[src/rtl/reg_file_pkg.sv]
// Shared defaults, FSM state type and address-legality helper for the
// multi-ported register file.
package reg_file_pkg;
  localparam int XLEN_DEF = 32;
  localparam int NREG_DEF = 32;
  localparam int NRD_DEF  = 2;
  localparam int NWR_DEF  = 2;

  typedef enum logic {
    CLEAR = 1'b0,
    READY = 1'b1
  } state_t;

  // Address 0 is hardwired zero and addresses past the array are not backed.
  function automatic logic addr_ok(input logic [6:0] a, input int nreg);
    return (a != 7'd0) && (int'(a) < nreg);
  endfunction
endpackage

[src/rtl/reg_file_bypass_mux.sv]
// One read lane: array word with write-first bypass, the highest write port
// taking priority; forced to zero when not ready or for illegal addresses.
module reg_file_bypass_mux
  import reg_file_pkg::*;
#(
  parameter int XLEN = XLEN_DEF,
  parameter int NREG = NREG_DEF,
  parameter int NWR  = NWR_DEF,
  parameter int AW   = $clog2(NREG)
) (
  input  logic                en,
  input  logic [AW-1:0]       i_raddr,
  input  logic [XLEN-1:0]     i_word,
  input  logic [NWR-1:0]      i_we,
  input  logic [NWR*AW-1:0]   i_waddr,
  input  logic [NWR*XLEN-1:0] i_wdata,
  output logic [XLEN-1:0]     o_data
);
  always_comb begin
    o_data = i_word;
    for (int k = 0; k < NWR; k++) begin
      if (i_we[k] && (i_waddr[k*AW +: AW] == i_raddr) &&
          addr_ok(7'(i_waddr[k*AW +: AW]), NREG))
        o_data = i_wdata[k*XLEN +: XLEN];
    end
    if (!en || !addr_ok(7'(i_raddr), NREG))
      o_data = '0;
  end
endmodule

[src/rtl/reg_file_mp.sv]
// Multi-ported flop register file with x0 hardwired to zero and a
// post-reset sweep that clears registers 1..NREG-1 before accepting writes.
module reg_file_mp
  import reg_file_pkg::*;
#(
  parameter int XLEN = XLEN_DEF,
  parameter int NREG = NREG_DEF,
  parameter int NRD  = NRD_DEF,
  parameter int NWR  = NWR_DEF,
  localparam int AW  = $clog2(NREG)
) (
  input  logic                clk,
  input  logic                reset,
  output logic                ready,
  input  logic [NWR-1:0]      we,
  input  logic [NWR*AW-1:0]   waddr,
  input  logic [NWR*XLEN-1:0] wdata,
  input  logic [NRD*AW-1:0]   raddr,
  output logic [NRD*XLEN-1:0] rdata
);
  state_t            r_state;
  logic [AW-1:0]     r_ptr;
  logic [XLEN-1:0]   r_mem [1:NREG-1];
  logic              w_rdy;

  assign w_rdy = (r_state == READY) && !reset;
  assign ready = w_rdy;

  // Later ports are applied last, so the highest-index port wins a collision.
  always_ff @(posedge clk) begin
    if (reset) begin
      r_state <= CLEAR;
      r_ptr   <= AW'(1);
    end else if (r_state == CLEAR) begin
      r_mem[r_ptr] <= '0;
      r_ptr        <= r_ptr + AW'(1);
      if (r_ptr == AW'(NREG-1))
        r_state <= READY;
    end else begin
      for (int k = 0; k < NWR; k++) begin
        if (we[k] && addr_ok(7'(waddr[k*AW +: AW]), NREG))
          r_mem[waddr[k*AW +: AW]] <= wdata[k*XLEN +: XLEN];
      end
    end
  end

  for (genvar j = 0; j < NRD; j++) begin : g_rd
    logic [AW-1:0]   w_raddr;
    logic [XLEN-1:0] w_word;

    assign w_raddr = raddr[j*AW +: AW];
    assign w_word  = addr_ok(7'(w_raddr), NREG) ? r_mem[w_raddr] : '0;

    reg_file_bypass_mux #(
      .XLEN (XLEN),
      .NREG (NREG),
      .NWR  (NWR),
      .AW   (AW)
    ) u_mux (
      .en      (w_rdy),
      .i_raddr (w_raddr),
      .i_word  (w_word),
      .i_we    (we),
      .i_waddr (waddr),
      .i_wdata (wdata),
      .o_data  (rdata[j*XLEN +: XLEN])
    );
  end
endmodule

[config.mk]
export PLATFORM = sky130hd
export DESIGN_NAME = reg_file_mp
export DESIGN_NICKNAME = d
export VERILOG_FILES = /design/src/rtl/reg_file_pkg.sv /design/src/rtl/reg_file_bypass_mux.sv /design/src/rtl/reg_file_mp.sv
export SDC_FILE = /design/constraint.sdc
export NUM_CORES = 2
export LEC_CHECK = 0
export BUFFER_PORTS_ARGS = -buffer_cell sky130_fd_sc_hd__buf_2
export CAP_MARGIN = 15
export CELL_PAD_IN_SITES_DETAIL_PLACEMENT = 1
export CELL_PAD_IN_SITES_GLOBAL_PLACEMENT = 2
export CORE_ASPECT_RATIO = 0.7
export CORE_MARGIN = 8
export CORE_UTILIZATION = 39
export DETAILED_ROUTE_END_ITERATION = 8
export PLACE_DENSITY = 0.79
export SKIP_CTS_REPAIR_TIMING = 1
export SYNTH_ARGS = -nofsm -noshare
export SYNTH_HDL_FRONTEND = slang
export SYNTH_HIERARCHICAL = 1
export SYNTH_SLANG_ARGS = --single-unit
[constraint.sdc]
create_clock -name clk -period 6.5 [get_ports clk]
set_input_delay 0.325 -clock clk [delete_from_list [all_inputs] [get_ports clk]]
set_output_delay 0.325 -clock clk [all_outputs]
set_load 0.02 [all_outputs]
# After elaboration in Yosys (flattened, before gate mapping)

Memory sizes are Yosys's and may differ from the RTL's.
Index checks and enable logic that the tools add are counted.

Eq/ne operators: 5
Add/subtract/negate cells: 1
Reduce and logical (&&, ||, !) cells: 22
Mux-type cells: 24

Operators with widths:

| cell                                        | number |
|---|---|
| two-way mux 32 bit                          | 9 |
| OR reduction 32 bit                         | 1 |
| == test 5 bit                               | 4 |
| nonzero test 5 bit                          | 4 |
| two-way mux 1 bit                           | 14 |
| logical AND 1 bit                           | 11 |
| adder 5 x 1 -> 5 bit, second input constant | 1 |
| == test 5 bit, second input constant        | 1 |
| two-way mux 5 bit                           | 1 |
| logical NOT 1 bit                           | 4 |
| logical OR 1 bit                            | 2 |

Output and inout port bits: 65
Bits in writable memories: 992
Memories: 1
Bits of input ports: 88
Register bits after elaboration: 6

Memories:

| name  | depth | bits a word | read ports | clocked after memory_dff | write ports | line              | text |
|---|---|---|---|---|---|---|---|
| r_mem | 31    | 32          | 2          | 0                        | 2           | reg_file_mp.sv:23 | `logic [XLEN-1:0] r_mem [1:NREG-1];` |

# Logic depth before layout (Yosys ltp)

Word-level depth: 8
Depth in mapped cells: 11
Gate-level depth less buffers: 6

# Cells and area by module

Netlist, hierarchy kept.

By module, submodules not included:

| module              | sequential area each (µm²) | cells each | area each (µm²) | instances |
|---|---|---|---|---|
| reg_file_mp         | 29,908.7                   | 4,273      | 60,156.4        | 1 |
| reg_file_bypass_mux | 0.0                        | 184        | 1,507.7         | 2 |

# Worst setup path after synthesis

Ideal clock, no wire load.

Path kind: input to register
From: input waddr[2]
To: memory r_mem[25][0] in the netlist's numbering (enable)
Path buffers: 2
Data arrival time: 3.933 ns
Path slack: 2.101 ns
Stages on the path: 6
Required time: 6.034 ns
Path through: or4_1 buf_2 o21a_4 buf_6 o31a_1 o21ai_0

RTL lines:

| element         | line              | text |
|---|---|---|
| start, declared | reg_file_mp.sv:16 | `input logic [NWR*AW-1:0] waddr,` |
| end, declared   | reg_file_mp.sv:23 |  |

# Final worst setup path

From: register r_state
To: output rdata[21]

Word-level cells in the longest chain between the ends: 4

RTL lines:

| element                | line                      | text |
|---|---|---|
| start, declared        | reg_file_mp.sv:21         | `state_t r_state;` |
| start signal, assigned | reg_file_mp.sv:32         | `r_state <= CLEAR;` |
| start signal, assigned | reg_file_mp.sv:38         | `r_state <= READY;` |
| logical AND 1 bit      | reg_file_mp.sv:26         | `assign w_rdy = (r_state == READY) && !reset;` |
| logical NOT 1 bit      | reg_file_bypass_mux.sv:26 | `if (!en \|\| !addr_ok(7'(i_raddr), NREG))` |
| logical OR 1 bit       | reg_file_bypass_mux.sv:26 |  |
| two-way mux 32 bit     | reg_file_bypass_mux.sv:26 |  |
| end, declared          | reg_file_mp.sv:19         | `output logic [NRD*XLEN-1:0] rdata` |

Every way passes these cells.

==> impl_metrics.env <==
export IMPL_critPathSlowestCell="dfxtp_1"
export IMPL_synth_area_top_cells="edfxtp_1 47%, mux2_2 17%, mux2i_1 9.0%, mux4_2 7.1%, a22oi_1 3.0%"
export IMPL_fillCellCount=16067
export IMPL_detail_route_antenna_nets=0
export IMPL_max_stage_delay_ns=0.74
export IMPL_comb_power_share_pct=10.2
export IMPL_internal_power_mw=10.84
export IMPL_postLayoutSetupSlackWorst_ns=2.088
export IMPL_cp_required_ns=6.17
export IMPL_critical_path_depth=5
export IMPL_r2r_cells=6
export IMPL_leakage_nw=24.13
export IMPL_place_ws_ns=2.255
export IMPL_max_freq_mhz=226.7
export IMPL_routabilityCongestion=0.8560
export IMPL_rsz0062_at_grt="no"
export IMPL_die_h_um=352.7
export IMPL_cts_buffer_depth=3
export IMPL_wl_per_cell_um=41.77
export IMPL_setup_violations_final=0
export IMPL_num_rows=123
export IMPL_grt_overflow=0
export IMPL_drt_total_wl_um=278800
export IMPL_portBuffers=152
export IMPL_root_buffer="clkbuf_16"
export IMPL_crit_type="reg -> out"
export IMPL_avgSynthCellArea_um2=13.61
export IMPL_cts_tree="done"
export IMPL_peakVddDrop_v=0.0001967
export IMPL_first_pass_iters=6
export IMPL_drive_gt1_share_pct=39.13
export IMPL_min_period_ns=4.412
export IMPL_ys_warn_count=6
export IMPL_area_delta_synth_final_pct=8.812
export IMPL_worst_ep_arrival_time_ns=4.09
export IMPL_die_w_um=497.0
export IMPL_p_clk_share_pct=41.8
export IMPL_synth_edff_count=992
export IMPL_initial_utilization_pct=39.28
export IMPL_drt_iter0_markers=7854
export IMPL_startpoint_type="register"
export IMPL_nets=4543
export IMPL_endpoint_kind="primary output"
export IMPL_htree_levels=3
export IMPL_holdPathStages=3
export IMPL_ioPinCount=153
export IMPL_dieArea_um2=175300
export IMPL_ys_ff_latch=998
export IMPL_synth_area_leader_cell="edfxtp_1"
export IMPL_tightest_slew_ns=1.308
export IMPL_power_density_nw_per_um2=214.5
export IMPL_slew_headroom_pct=12.59
export IMPL_grtUsageTotal_pct=30.18
export IMPL_synth_fp_nets=4731
export IMPL_drc=0
export IMPL_grt_pass1_wl_um=381200
export IMPL_cp_top_family="compound AO/OA/AOI/OAI gates"
export IMPL_drv_cap=0
export IMPL_min_period_over_period_pct=67.88
export IMPL_clock_sinks=998
export IMPL_clk_pin_slew_worst_paths_ns=0.06
export IMPL_hold_path_class="in -> reg"
export IMPL_netlist_instances=4641
export IMPL_pwr_share_seq_pct=48.0
export IMPL_setup_tns_ns=0
export IMPL_antenna_found_initial=17
export IMPL_path_buf_inv=2
export IMPL_core_um2=160800
export IMPL_dr_total_vias=47903
export IMPL_switching_power_mw=3.905
export IMPL_post_drt_via_cell_ratio=7.176
export IMPL_swShare_pct=26.49
export IMPL_grt_max_degree=117
export IMPL_synth_cell_area_um2=63170
export IMPL_finalHoldViolations=0
export IMPL_status="complete, no violations"
export IMPL_cp_cell_sequence="nor2b_1, o21a_2, buf_4, o311a_1, buf_2"
export IMPL_first_global_vias=47900
export IMPL_synth_top_cell_area_share_pct=47.15
export IMPL_ys_types=64
export IMPL_cts_made_buffers=107
export IMPL_clock_latency_ns=0.77
export IMPL_cp_max_fo=18
export IMPL_synthFlopType="edfxtp_1"
export IMPL_synth_async_sr_flop_share_pct=0
export IMPL_place_hpwl_um=154200
export IMPL_drv_slew=0
export IMPL_finClkSkew_ns=0.04685
export IMPL_ys_seq_area_share_pct=47.34
==> stage by stage <==
step                util, %  power (mW)  cell area [um2]  instances  hold WS (ns)
finish                42.74       14.74            68740       6675        0.3143
global route          42.73       14.97            68720       6667        0.3065
CTS                   42.66       14.68            68610       6661      -0.08045
detailed placement    40.58       8.647            65260       6464        0.6132
global placement      40.58       8.621            65260       6464        0.5827
floorplan                 -       8.023            63170       4641        0.5340
==> power by group through the flow <==
stage                     registers (mW)  clock network [mW]  logic, mW
after floorplan                     7.20                   0      0.825
after global placement              7.20                   0       1.42
after detailed placement            7.21                   0       1.44
after CTS                           7.07                6.17       1.44
after global routing                7.07                6.38       1.52
final                               7.07                6.17       1.50
==> per-layer routing <==
metal	track usage, %	vias up	wire length [um]
li1	-	18218	-
met1	40.93	25017	109200
met2	44.50	3822	118300
met3	8.808	840	36480
met4	13.87	6	14770
met5	0	-	40
==> registers in the layout, indices dropped and copies added, names as in the netlist <==
register / count
r_ptr: 5
r_state: 1
r_mem: 992
==> cells by family after synthesis <==
group	count (synthesis)	synth area share, %
muxes	1760	33.86
DFF	998	47.34
AOI/OAI and AO/OA	660	7.643
and+or+nand+nor	603	5.673
buffers and inverters	600	5.189
xor gates and xnor gates	18	0.2496
adders and majority gates	2	0.03961
==> placed cells by master, fill, tap and decap left out, types with 8 or more instances in the layout <==
cell type / count
edfxtp_1: 992
mux2_2: 980
mux2i_1: 568
a22oi_1: 252
mux4_2: 198
buf_2: 146
buf_4: 136
nand3_1: 111
clkbuf_16: 110
a21oi_1: 98
nor2_1: 85
nand2_1: 70
or4_1: 67
o31a_1: 65
nor4b_1: 64
o311a_1: 64
nand4_1: 49
o22ai_1: 36
o21ai_0: 35
a211oi_1: 32
and2_4: 29
clkinv_1: 26
clkbuf_1: 25
clkinv_2: 20
xnor2_1: 18
a31oi_1: 17
a22o_1: 15
mux2_4: 14
nand2_2: 14
nor2_4: 13
nand2b_1: 13
o21ai_4: 12
diode_2: 9
and2_1: 9
nor3_1: 9
o21bai_4: 8
o22ai_4: 8
==> cells in the mapped netlist, types with 49 or more instances <==
| master | n |
|---|---|
| buf_1 | 62 |
| mux2i_1 | 568 |
| nand3_1 | 119 |
| o311a_1 | 64 |
| clkbuf_1 | 285 |
| nand2_1 | 82 |
| or4_1 | 67 |
| buf_6 | 109 |
| nor4b_1 | 64 |
| mux4_2 | 198 |
| mux2_2 | 980 |
| nand4_1 | 49 |
| a22oi_1 | 252 |
| o31a_1 | 65 |
| a21oi_1 | 98 |
| nor2_1 | 98 |
| buf_2 | 128 |
| edfxtp_1 | 992 |
==> worst min-delay path: cells and delay by family <==
kind                   cells  cell delay [ns]
muxes                      1             0.22
buffers and inverters      2             0.41
==> area by class of cell <==
| class | instances | area, um2 | share of cell area [%] |
|---|---|---|---|
| Tap cell | 2125 | 2659 | 3.868 |
| Inverter | 5 | 18.77 | 0.02730 |
| Sequential cell | 998 | 29910 | 43.51 |
| Multi-Input combinational cell | 3043 | 30740 | 44.72 |
| Antenna cell | 9 | 22.52 | 0.03276 |
| Clock buffer | 135 | 2846 | 4.141 |
| Timing Repair Buffer | 298 | 2042 | 2.971 |
| Clock inverter | 62 | 504.2 | 0.7336 |
==> worst paths after layout <==
check	start	to	slack [ns]
worst max register to register	r_state$_SDFF_PP0_	r_mem[28][16]$_DFFE_PP_	2.25
worst max-delay path	r_state$_SDFF_PP0_	rdata[21]	2.09
worst min register to register	r_ptr[2]$_SDFFE_PP0N_	r_ptr[2]$_SDFFE_PP0N_	0.63
worst min-delay path	wdata[41]	r_mem[2][9]$_DFFE_PP_	0.31
Power figures use the tool's default switching activity.
